$ cat src/rtl/tap_delay_pkg.sv
// Shared types and width helpers for the tap delay line.
package tap_delay_pkg;

    typedef enum logic [1:0] {
        FILL_EMPTY   = 2'd0,
        FILL_PARTIAL = 2'd1,
        FILL_PRIMED  = 2'd2
    } fill_state_t;

    function automatic int clog2_int(input int v);
        int r;
        r = 0;
        while ((1 << r) < v) r++;
        return r;
    endfunction

    // Enough headroom that DEPTH full-scale negative samples cannot overflow.
    function automatic int sum_width(input int bus_width, input int depth);
        return bus_width + clog2_int(depth);
    endfunction

endpackage

$ cat src/rtl/tap_delay_line_if.sv
// Sample-in / window-out bundle of the tap delay line.
interface tap_delay_line_if #(
    parameter int BUS_WIDTH = 8,
    parameter int DEPTH     = 3
);
    import tap_delay_pkg::*;

    localparam int CNT_W = $clog2(DEPTH + 1);
    localparam int SUM_W = sum_width(BUS_WIDTH, DEPTH);

    logic                        en;
    logic                        clr;
    logic signed [BUS_WIDTH-1:0] d;
    logic                        d_valid;
    logic [DEPTH*BUS_WIDTH-1:0]  taps;
    logic [DEPTH-1:0]            tap_valid;
    logic [CNT_W-1:0]            fill_cnt;
    fill_state_t                 fill_state;
    logic signed [SUM_W-1:0]     sum;
    logic                        sum_valid;

    modport master (
        output en, clr, d, d_valid,
        input  taps, tap_valid, fill_cnt, fill_state, sum, sum_valid
    );

    modport slave (
        input  en, clr, d, d_valid,
        output taps, tap_valid, fill_cnt, fill_state, sum, sum_valid
    );

endinterface

$ cat src/rtl/delay_stage.sv
// One signed sample register with its valid flag; clear beats enable.
module delay_stage #(
    parameter int BUS_WIDTH = 8
) (
    input  logic                        clk,
    input  logic                        rst_n,
    input  logic                        en,
    input  logic                        clr,
    input  logic signed [BUS_WIDTH-1:0] d,
    input  logic                        d_valid,
    output logic signed [BUS_WIDTH-1:0] q,
    output logic                        q_valid
);

    always_ff @(posedge clk or negedge rst_n) begin
        if (!rst_n) begin
            q       <= '0;
            q_valid <= 1'b0;
        end else if (clr) begin
            q       <= '0;
            q_valid <= 1'b0;
        end else if (en) begin
            q       <= d;
            q_valid <= d_valid;
        end
    end

endmodule

$ cat src/rtl/tap_delay_line.sv
// DEPTH-stage signed delay line with valid tracking, fill status and a registered sum of valid taps.
module tap_delay_line
    import tap_delay_pkg::*;
#(
    parameter int BUS_WIDTH = 8,
    parameter int DEPTH     = 3
) (
    input  logic             clk,
    input  logic             rst_n,
    tap_delay_line_if.slave  bus
);

    localparam int CNT_W = $clog2(DEPTH + 1);
    localparam int SUM_W = sum_width(BUS_WIDTH, DEPTH);

    logic [DEPTH-1:0][BUS_WIDTH-1:0] stage_d;
    logic [DEPTH-1:0][BUS_WIDTH-1:0] stage_q;
    logic [DEPTH-1:0]                stage_dv;
    logic [DEPTH-1:0]                stage_v;
    logic [CNT_W-1:0]                fill_cnt;
    fill_state_t                     fill_state;
    logic signed [SUM_W-1:0]         acc;
    logic signed [SUM_W-1:0]         sum;
    logic                            sum_valid;

    assign stage_d[0]  = bus.d;
    assign stage_dv[0] = bus.d_valid;

    for (genvar i = 0; i < DEPTH; i++) begin : g_stage
        if (i > 0) begin : g_link
            assign stage_d[i]  = stage_q[i-1];
            assign stage_dv[i] = stage_v[i-1];
        end
        delay_stage #(.BUS_WIDTH(BUS_WIDTH)) u_stage (
            .clk     (clk),
            .rst_n   (rst_n),
            .en      (bus.en),
            .clr     (bus.clr),
            .d       (stage_d[i]),
            .d_valid (stage_dv[i]),
            .q       (stage_q[i]),
            .q_valid (stage_v[i])
        );
    end

    // Incremental count: one sample in, the oldest one out; stays equal to popcount(stage_v).
    always_ff @(posedge clk or negedge rst_n) begin
        if (!rst_n)
            fill_cnt <= '0;
        else if (bus.clr)
            fill_cnt <= '0;
        else if (bus.en)
            fill_cnt <= fill_cnt + CNT_W'(bus.d_valid) - CNT_W'(stage_v[DEPTH-1]);
    end

    always_comb begin
        fill_state = FILL_PARTIAL;
        if (fill_cnt == '0)
            fill_state = FILL_EMPTY;
        else if (fill_cnt == CNT_W'(DEPTH))
            fill_state = FILL_PRIMED;
    end

    always_comb begin
        acc = '0;
        for (int i = 0; i < DEPTH; i++)
            if (stage_v[i])
                acc = acc + {{(SUM_W-BUS_WIDTH){stage_q[i][BUS_WIDTH-1]}}, stage_q[i]};
    end

    // Sum follows the taps by one cycle and refreshes even while the line holds.
    always_ff @(posedge clk or negedge rst_n) begin
        if (!rst_n) begin
            sum       <= '0;
            sum_valid <= 1'b0;
        end else if (bus.clr) begin
            sum       <= '0;
            sum_valid <= 1'b0;
        end else begin
            sum       <= acc;
            sum_valid <= (fill_state == FILL_PRIMED);
        end
    end

    assign bus.taps       = stage_q;
    assign bus.tap_valid  = stage_v;
    assign bus.fill_cnt   = fill_cnt;
    assign bus.fill_state = fill_state;
    assign bus.sum        = sum;
    assign bus.sum_valid  = sum_valid;

endmodule

$ cat src/flat_wrapper.sv
// flat-port wrapper written by rule: the top's interface ports become plain ports
module tap_delay_line_flat import tap_delay_pkg::*;
#(
    parameter int BUS_WIDTH = 8,
    parameter int DEPTH     = 3
)
  (clk, rst_n, bus_en, bus_clr, bus_d, bus_d_valid, bus_taps, bus_tap_valid, bus_fill_cnt, bus_fill_state, bus_sum, bus_sum_valid);
  tap_delay_line_if #(.BUS_WIDTH(BUS_WIDTH), .DEPTH(DEPTH)) bus_i ();
  input  logic clk;
  input  logic rst_n;
  input wire logic [$bits(bus_i.en)-1:0] bus_en;
  input wire logic [$bits(bus_i.clr)-1:0] bus_clr;
  input wire logic [$bits(bus_i.d)-1:0] bus_d;
  input wire logic [$bits(bus_i.d_valid)-1:0] bus_d_valid;
  output wire logic [$bits(bus_i.taps)-1:0] bus_taps;
  output wire logic [$bits(bus_i.tap_valid)-1:0] bus_tap_valid;
  output wire logic [$bits(bus_i.fill_cnt)-1:0] bus_fill_cnt;
  output wire logic [$bits(bus_i.fill_state)-1:0] bus_fill_state;
  output wire logic [$bits(bus_i.sum)-1:0] bus_sum;
  output wire logic [$bits(bus_i.sum_valid)-1:0] bus_sum_valid;
  assign bus_i.en = bus_en;
  assign bus_i.clr = bus_clr;
  assign bus_i.d = bus_d;
  assign bus_i.d_valid = bus_d_valid;
  assign bus_taps = bus_i.taps;
  assign bus_tap_valid = bus_i.tap_valid;
  assign bus_fill_cnt = bus_i.fill_cnt;
  assign bus_fill_state = bus_i.fill_state;
  assign bus_sum = bus_i.sum;
  assign bus_sum_valid = bus_i.sum_valid;
  tap_delay_line #(.BUS_WIDTH(BUS_WIDTH), .DEPTH(DEPTH)) u_core (.clk(clk), .rst_n(rst_n), .bus(bus_i));
endmodule
$ cat config.mk
export PLATFORM = sky130hd
export DESIGN_NAME = tap_delay_line_flat
export DESIGN_NICKNAME = d
export VERILOG_FILES = /design/src/rtl/tap_delay_pkg.sv /design/src/rtl/tap_delay_line_if.sv /design/src/rtl/delay_stage.sv /design/src/rtl/tap_delay_line.sv /design/src/flat_wrapper.sv
export SDC_FILE = /design/constraint.sdc
export NUM_CORES = 1
export LEC_CHECK = 0
export CORE_MARGIN = 2
export CORE_UTILIZATION = 52
export DETAILED_ROUTE_END_ITERATION = 12
export PLACE_DENSITY = 0.81
export SYNTH_ARGS = -nofsm -noshare
export SYNTH_HDL_FRONTEND = slang
export SYNTH_HIERARCHICAL = 1
export SYNTH_SLANG_ARGS = --single-unit
$ cat constraint.sdc
create_clock -name clk -period 4.5 [get_ports clk]
set_clock_uncertainty 0.15 [all_clocks]
set_input_delay 0.9 -clock clk [delete_from_list [all_inputs] [get_ports clk]]
set_output_delay 0.9 -clock clk [all_outputs]
set_load 0.01 [all_outputs]
=== Word level (Yosys, flattened, before mapping) ===
Index checks and enable logic that the tools add are counted.

* Register bits after elaboration: 40
* Latch bits: 0
* Memory bits (writable): 0
* Memory bits (read-only): 0
* Input bits: 13
* Output and inout port bits: 42
* Word-level logic and storage cells: 38
* Memories: 0

* Add/sub/neg operators: 4
* $mul: 0
* Div/mod/pow operators: 0
* Order comparisons: 0
* Eq/ne operators: 2
* Shift operators: 0
* Mux-type cells: 21
* Bitwise logic cells: 0
* Reduce and logical (&&, ||, !) cells: 2

{| class="wikitable"
|+ Operators with widths
! operator !! count
|-
| 8-bit two-way mux || 6
|-
| 10-bit two-way mux || 4
|-
| 10-bit adder || 2
|-
| 2-bit two-way mux || 4
|-
| 1-bit two-way mux || 7
|-
| 2-bit == test, second input constant || 2
|-
| 2-bit by 1-bit adder with 2-bit output || 1
|-
| 2-bit logical NOT || 1
|-
| 2-bit nonzero test || 1
|-
| 2-bit by 1-bit subtractor with 2-bit output || 1
|}

=== Longest topological paths before layout ===
Gate-level depths: netlist (run 1).

* Word-level depth: 6
* Mapped depth: 17
* Mapped depth without buffers: 16

=== By module ===
The synthesis (run 1) kept the hierarchy.

{| class="wikitable"
|+ Modules (own cells, without submodules)
! module !! instances !! cells each !! area an instance (µm²) !! sequential area each (µm²)
|-
| tap_delay_line || 1 || 198 || 1581.5 || 325.3
|-
| delay_stage || 3 || 29 || 364.1 || 225.2
|}

=== Worst setup path after synthesis (run 1) ===
OpenSTA, ideal clock, no wires.

* Path kind: flip-flop to flip-flop
* From: register u_core.g_stage[0].u_stage.q_valid
* To: register u_core.sum[9] (netlist: u_core/bus.sum[9])
* Setup time: 0.120 ns
* Data arrival time: 3.817 ns
* Required time: 4.230 ns
* Path slack: 0.413 ns
* Cell stages (with the launch flop): 17
* Path buffers: 1
* Clock period less this slack: 4.087 ns
* Cell sequence: dfrtp_1 -> buf_2 -> nand2_1 -> inv_1 -> ha_1 -> fa_1 -> maj3_1 -> a22o_1 -> mux2i_1 -> or3_1 -> ha_1 -> nand2_1 -> nor2_1 -> a311o_1 -> xor2_1 -> a211o_1 -> and3_1

* Cells in the longest elaborated chain, start to end: 6

{| class="wikitable"
|+ RTL lines
! what !! RTL line !! RTL
|-
| start, declared || delay_stage.sv:12 || <nowiki>output logic q_valid</nowiki>
|-
| start signal, assigned || delay_stage.sv:24 || <nowiki>q_valid <= d_valid;</nowiki>
|-
| 10-bit two-way mux * || tap_delay_line.sv:67 || <nowiki>if (stage_v[i])</nowiki>
|-
| 10-bit adder || tap_delay_line.sv:68 || <nowiki>acc = acc + {{(SUM_W-BUS_WIDTH){stage_q[i][BUS_WIDTH-1]}}, stage_q[i]};</nowiki>
|-
| 10-bit two-way mux * || tap_delay_line.sv:67 ||
|-
| 10-bit adder || tap_delay_line.sv:68 ||
|-
| 10-bit two-way mux * || tap_delay_line.sv:67 ||
|-
| 10-bit two-way mux * || tap_delay_line.sv:76 || <nowiki>end else if (bus.clr) begin</nowiki>
|-
| end signal, assigned || tap_delay_line.sv:74 || <nowiki>sum <= '0;</nowiki>
|-
| end signal, assigned || tap_delay_line.sv:77 || <nowiki>sum <= '0;</nowiki>
|-
| end signal, assigned || tap_delay_line.sv:80 || <nowiki>sum <= acc;</nowiki>
|-
| end, declared || tap_delay_line.sv:23 || <nowiki>logic signed [SUM_W-1:0] sum;</nowiki>
|}

Mark *: on every way between the ends. The rest lies on a longest branch, timed or not.
A chain may end at the register's enable or synchronous reset.

=== Worst setup path in the final report (run 1) ===
* From: register u_core.g_stage[0].u_stage.q[0]
* To: register u_core.sum[9] (netlist: u_core/bus.sum[9])

* Cells in the longest elaborated chain, start to end: 6

{| class="wikitable"
|+ RTL lines
! what !! RTL line !! RTL
|-
| start, declared || delay_stage.sv:11 || <nowiki>output logic signed [BUS_WIDTH-1:0] q,</nowiki>
|-
| start signal, assigned || delay_stage.sv:17 || <nowiki>q <= '0;</nowiki>
|-
| start signal, assigned || delay_stage.sv:20 || <nowiki>q <= '0;</nowiki>
|-
| start signal, assigned || delay_stage.sv:23 || <nowiki>q <= d;</nowiki>
|-
| 10-bit two-way mux * || tap_delay_line.sv:67 ||
|-
| 10-bit adder || tap_delay_line.sv:68 ||
|-
| 10-bit two-way mux * || tap_delay_line.sv:67 ||
|-
| 10-bit adder || tap_delay_line.sv:68 ||
|-
| 10-bit two-way mux * || tap_delay_line.sv:67 ||
|-
| 10-bit two-way mux * || tap_delay_line.sv:76 ||
|}

Marks and branches as above.

==> results.md, run 1 <==
- Fillers: 429
- Synth area leaders: dfrtp_1, mux2i_1, ha_1, nor2_1, xor2_1
- Worst min path class: flip-flop to flip-flop
- First-pass GRT wire length: 9690 µm
- CTS tree: yes
- Die width: 75.7 µm
- Largest net degree at the start of global routing: 41
- YS warnings: 6
- Clk root buf: clkbuf_8
- Post-route DRC: 0
- Post-synth cell types: 48
- Critical path, cell by cell: nand2_1, inv_1, ha_1, fa_1, maj3_1, a22o_1, mux2i_1, or3_1, ha_1, nand2_1, nor2_1, a311o_1, xor2_1, a211o_1, and3_1
- Max Fanout on Critical Path: 4
- Drt wl/cell: 14.7 µm
- Hold Buf Count CTS: 0
- Antenna viol nets, final: 0
- Ports: 55
- Period minus WS final: 4080 ps
- HPWL Detailed: 4180 µm
- DP Cell Count: 397
- Critical path class: flip-flop to flip-flop
- Worst reg-to-reg path cell count: 15
- Register bit total from synthesis: 40
- Routability Congestion: 0.982
- Mapped Area: 2670 µm²
- Final worst path period share: 90.6%
- Cell taking the most area after synthesis: dfrtp_1
- Slew headroom: 41.5%
- Worst slew pin tran: 878 ps
- WHS Endpoint: u_core/g_stage[2].u_stage/q[2]$_DFFE_PN0P_
- Ant diodes: 0
- Detailed Routing Iterations Pass 1: 4
- Worst R2R Start: u_core/g_stage[0].u_stage/q[0]$_DFFE_PN0P_
- EDFF count, synth: 0
- CP Capture Type: flip-flop
- FP Rows: 26
- RR Endpoint: u_core/bus.sum[9]$_DFF_PN0_
- Die ar.: 5730 µm²
- Total power: 0.000750 W
- Max incr delay on CP: 450 ps
- Min-Delay Startpoint: u_core/g_stage[2].u_stage/q[2]$_DFFE_PN0P_
- Hold WS: 431 ps
- RSZ-0062 raised after global routing: false
- Area Growth Syn to Fin: 23.9%
- Final net count: 368
- Critical Path AT: 4100 ps
- CTS Buffer Depth: 2
- Worst-path clk slew: 80 ps
- Final wirelength: 5950 µm
- Max cap viols: 0
- Global-route usage over all layers: 22.1%
- Initial antenna violation count: 0
- Sequential fraction of the synthesis area: 37.4%
- Most frequent cell after synthesis: nor2_1
- R2R Setup Slk: 420 ps
- PwrDens: 226 nW/µm²
- CP max stage cell: fa_1
- Layout cells sized above 1: 3.88%
- Clock sink count: 40
- H-Tree Depth: 2
- Final Hold Fails: 0
- Mapped Nets: 319
- Pleak: 1.59 nW
- Top cells by count, synth: nor2_1, dfrtp_1, mux2i_1, inv_1, nand2_1
- Postcts setup bufs: 0
- Hold path depth: 2
- Maximum achievable frequency: 245 MHz
- Worst path required time: 4530 ps
- Initial DRC Count: 141
- Asr flop ratio synth: 100%
- Main synth FF type: dfrtp_1
- Initial Utilization: 53.0%
- Via density: 5.53
- Outcome: complete, no violations
- Final Non-Filler Cells: 405
- Syn Area/Cell: 9.38 µm²
- IO Port Bufs: 54
- CP startpoint kind: flip-flop
- Number of global-route vias before repair: 2063
- Syn Inst Count: 285
- Final setup violation count: 0
- Resized Gates After CTS: 0
- VDD IR-drop max: 0.000147 V
- Post-synth top area share: 37.4%
- Vias: 2239
- Global route overflow: 0
- Clk_lat worst skew: 290 ps
- Die H: 75.7 µm
- Cts bufs inserted: 5
- Setup TNS: 0 ps
- Core area: 5040 µm²
- Final Max Tran Viols: 0
[worst max-delay path by stage]
stage | startpoint | endpoint | depth (start not counted)
2_1_floorplan | u_core/g_stage[0].u_stage/q_valid$_DFFE_PN0P_ | u_core/bus.sum[9]$_DFF_PN0_ | 16
3_3_place_gp | u_core/g_stage[0].u_stage/q[0]$_DFFE_PN0P_ | u_core/bus.sum[9]$_DFF_PN0_ | 15
3_5_place_dp | u_core/g_stage[0].u_stage/q[0]$_DFFE_PN0P_ | u_core/bus.sum[9]$_DFF_PN0_ | 15
4_1_cts | u_core/g_stage[0].u_stage/q[0]$_DFFE_PN0P_ | u_core/bus.sum[9]$_DFF_PN0_ | 15
5_1_grt | u_core/g_stage[0].u_stage/q[0]$_DFFE_PN0P_ | u_core/bus.sum[9]$_DFF_PN0_ | 15
6_report | u_core/g_stage[0].u_stage/q[0]$_DFFE_PN0P_ | u_core/bus.sum[9]$_DFF_PN0_ | 15
[power by group]
| group | switching [W] | total (W) | internal, W |
|---|---|---|---|
| sequential | 0.0000179 | 0.000389 | 0.000371 |
| combinational | 0.0000592 | 0.000118 | 0.0000584 |
| clock | 0.000118 | 0.000243 | 0.000125 |
| total | 0.000195 | 0.000750 | 0.000554 |
[critical path, delay by kind of cell (launching register included)]
family,cells,cell delay (ps)
flip-flops,1,410
multiplexers,1,150
AO/OA/AOI/OAI,3,890
XOR/XNOR,1,160
adder cells (fa/ha/maj),4,1380
buffers and inverters,1,40
AND/OR/NAND/NOR,5,800
[per-layer routing]
| layer | global-route usage, % | wire length (µm) |
|---|---|---|
| met5 | 0 | 0 |
| met2 | 34.9 | 2880 |
| met4 | 8.19 | 132 |
| met1 | 31.0 | 2690 |
| met3 | 2.91 | 241 |
[cell families (layout without fill, tap and decap cells)]
logic type	count (synthesis)	after routing	synth area share (%)
buf+inv	34	84	5.99
simple gates	85	85	14.3
fa+ha+maj	23	23	11.2
flops	40	40	37.4
mux	33	33	12.4
compound gates	55	55	13.9
xor+xnor	15	15	4.91
[flip-flops by register name, summed over array words and instances (netlist names)]
register                        cells
u_core/bus.fill_cnt                 2
u_core/bus.sum_valid                1
u_core/bus.sum                     10
u_core/g_stage.u_stage/q           24
u_core/g_stage.u_stage/q_valid      3
[cells in the final DEF, fill, tap and decap left out, types with 2 or more instances in the layout]
cell type	n
a211oi_1	3
a21o_1	3
a21oi_1	12
a22o_1	3
a31oi_1	2
and2_1	3
buf_2	2
buf_4	2
clkbuf_1	2
clkbuf_8	6
clkdlybuf4s50_1	52
dfrtp_1	40
fa_1	2
ha_1	19
inv_1	20
mux2i_1	33
nand2_1	20
nand2b_1	4
nand3b_1	3
nand4_1	2
nor2_1	41
nor2b_1	2
nor3_1	3
nor4_1	3
o211ai_1	3
o21a_1	2
o21ai_0	9
o21ai_1	5
xnor2_1	5
xor2_1	10
[cell type report]
| type | instances | area (µm²) | area share (%) |
|---|---|---|---|
| Clock buffer | 8 | 90.1 | 2.72 |
| Multi-Input combinational cell | 211 | 1510 | 45.7 |
| Tap cell | 70 | 87.6 | 2.64 |
| Inverter | 20 | 75.1 | 2.27 |
| Sequential cell | 40 | 1000 | 30.2 |
| Timing Repair Buffer | 56 | 546 | 16.5 |
[through the flow]
step	worst slack, ps	utilization, %	area (µm²)
after floorplan	413	-	2670
after global placement	559	63.9	3220
after detailed placement	463	63.9	3220
after CTS	440	65.7	3310
after global routing	266	65.7	3310
final	421	65.7	3310
Power figures use the tool's default switching activity.
==> inputs of run 2 (changes only) <==
--- a/config.mk
+++ b/config.mk
@@ -5,10 +5,12 @@
 export SDC_FILE = /design/constraint.sdc
 export NUM_CORES = 1
 export LEC_CHECK = 0
+export CORE_ASPECT_RATIO = 1.4
 export CORE_MARGIN = 2
-export CORE_UTILIZATION = 52
+export CORE_UTILIZATION = 50
 export DETAILED_ROUTE_END_ITERATION = 12
-export PLACE_DENSITY = 0.81
+export PLACE_DENSITY = 0.78
+export SLEW_MARGIN = 20
 export SYNTH_ARGS = -nofsm -noshare
 export SYNTH_HDL_FRONTEND = slang
 export SYNTH_HIERARCHICAL = 1
==> run 2 against run 1 <==
Compared with the run above: sequential power is essentially flat; clock power grew 22%; first-iteration DRC count shrank 30%.
==> results.md, run 2 (same netlist as run 1, synthesis figures left out) <==
- Drt wl/cell: 14.6 µm
- Global-route usage over all layers: 21.5%
- Resized Gates After CTS: 0
- Max Fanout on Critical Path: 4
- CTS Buffer Depth: 2
- Final net count: 368
- CP startpoint kind: flip-flop
- H-Tree Depth: 2
- Period minus WS final: 4070 ps
- Final Non-Filler Cells: 401
- Worst-path clk slew: 80 ps
- Ant diodes: 0
- Largest Register: u_core/g_stage.u_stage/q
- Pleak: 1.60 nW
- Switching portion of total power: 26.0%
- Antenna viol nets, final: 0
- Die ar.: 5960 µm²
- Max reg flops: 24
- Internal Power: 0.000593 W
- Ports: 55
- Maximum achievable frequency: 245 MHz
- Vias: 2211
- Core area: 5160 µm²
- First-pass GRT wire length: 10000 µm
- Most frequent cells in the layout: clkdlybuf4s50_1, nor2_1, dfrtp_1, mux2i_1
- Post-route DRC: 0
- Area Growth Syn to Fin: 24.5%
- DP Cell Count: 393
- Combinational Power Share: 14.6%
- Setup TNS: 0 ps
- RSZ-0062 raised after global routing: false
- Via density: 5.51
- Critical Path AT: 4110 ps
- Max cap viols: 0
- Worst slew pin tran: 881 ps
- Clk pwr share: 36.9%
- Detailed Routing Iterations Pass 1: 4
- Area after DPL: 3220 µm²
- Final wirelength: 5840 µm
- CP Capture Type: flip-flop
- Critical path class: flip-flop to flip-flop
- IO Port Bufs: 54
- Post-layout util: 64.5%
- Global route overflow: 0
- Postcts setup bufs: 0
- CTS tree: yes
- Final Cell Area: 3330 µm²
- Hold Buf Count CTS: 0
- Final Max Tran Viols: 0
- Clock sink count: 40
- Final worst path period share: 90.5%
- Number of global-route vias before repair: 2173
- Sw Pwr: 0.000208 W
- Sequential share of power: 48.5%
- Initial antenna violation count: 0
- Layout cells sized above 1: 4.48%
- Slew headroom: 41.3%
- Clk_lat worst skew: 300 ps
- Cts bufs inserted: 5
- Largest regs: u_core/g_stage.u_stage/q x24, u_core/bus.sum x10, u_core/g_stage.u_stage/q_valid x3
- Largest net degree at the start of global routing: 41
- Worst min path class: flip-flop to flip-flop
- Initial Utilization: 51.8%
- Routability Congestion: 0.880
- VDD IR-drop max: 0.000195 V
- Final setup violation count: 0
- HPWL Detailed: 4150 µm
- Die H: 90.5 µm
- FP Rows: 31
- Total power: 0.000801 W
- Clk root buf: clkbuf_8
- Final Hold Fails: 0
- Worst path required time: 4540 ps
- Commonest non-fill, non-tap cell in the layout: clkdlybuf4s50_1
- Outcome: complete, no violations
- Fillers: 439
- Die width: 65.8 µm
- Initial DRC Count: 99
- PwrDens: 241 nW/µm²
==> run 2: area by class of cell <==
| type | instances | area, µm² | share of cell area, % |
|---|---|---|---|
| multi-input combinational | 211 | 1510 | 45.5 |
| sequential | 40 | 1000 | 30.1 |
| timing repair buffer | 56 | 546 | 16.4 |
| tap | 66 | 82.6 | 2.48 |
| inverter | 20 | 75.1 | 2.26 |
| clock buffer | 5 | 68.8 | 2.07 |
| clock inverter | 3 | 42.5 | 1.28 |
==> run 2: power groups by stage <==
stage	Combinational (W)	Sequential [W]	Clock, W
4_1_cts	0.000119	0.000388	0.000303
5_1_grt	0.000129	0.000391	0.000319
3_5_place_dp	0.000118	0.000395	0
6_report	0.000117	0.000388	0.000296
3_3_place_gp	0.000115	0.000395	0
2_1_floorplan	0.0000613	0.000395	0
==> run 2: worst paths after layout <==
kind / from / cells past startpoint / to / slack, ps
setup / recovery: u_core/g_stage[0].u_stage/q[0]$_DFFE_PN0P_ / 15 / u_core/bus.sum[9]$_DFF_PN0_ / 430
hold / removal: u_core/g_stage[0].u_stage/q[6]$_DFFE_PN0P_ / 2 / u_core/g_stage[0].u_stage/q[6]$_DFFE_PN0P_ / 430
setup reg to reg: u_core/g_stage[0].u_stage/q[0]$_DFFE_PN0P_ / 15 / u_core/bus.sum[9]$_DFF_PN0_ / 430
hold reg to reg: u_core/g_stage[0].u_stage/q[6]$_DFFE_PN0P_ / 2 / u_core/g_stage[0].u_stage/q[6]$_DFFE_PN0P_ / 430
max in group asynchronous: rst_n / 1 / u_core/bus.sum_valid$_DFF_PN0_ / 3090
min in group asynchronous: rst_n / 1 / u_core/g_stage[0].u_stage/q[1]$_DFFE_PN0P_ / 560
==> run 2: per-stage QoR <==
stage	hold slack, ps	setup WS (ps)
after floorplan	428	413
after global placement	401	551
after detailed placement	406	480
after CTS	431	439
after global routing	475	254
final	428	426
==> run 2: critical path: stages, from the launching register on <==
cell and delay, ps:
dfrtp_1 410, nand2_1 100, inv_1 40, ha_1 190, fa_1 440, maj3_1 370, a22o_1 250, mux2i_1 150
or3_1 380, ha_1 340, nand2_1 130, nor2_1 50, a311o_1 350, xor2_1 160, a211o_1 300, and3_1 160
==> run 2: metal layers <==
layer / routed length [µm] / GRT usage [%] / up-vias
met3: 181 / 3.37 / 8
met4: 111 / 7.12 / 0
li1: - / - / 1083
met2: 3050 / 37.5 / 46
met5: 0 / 0 / -
met1: 2500 / 26.3 / 1074
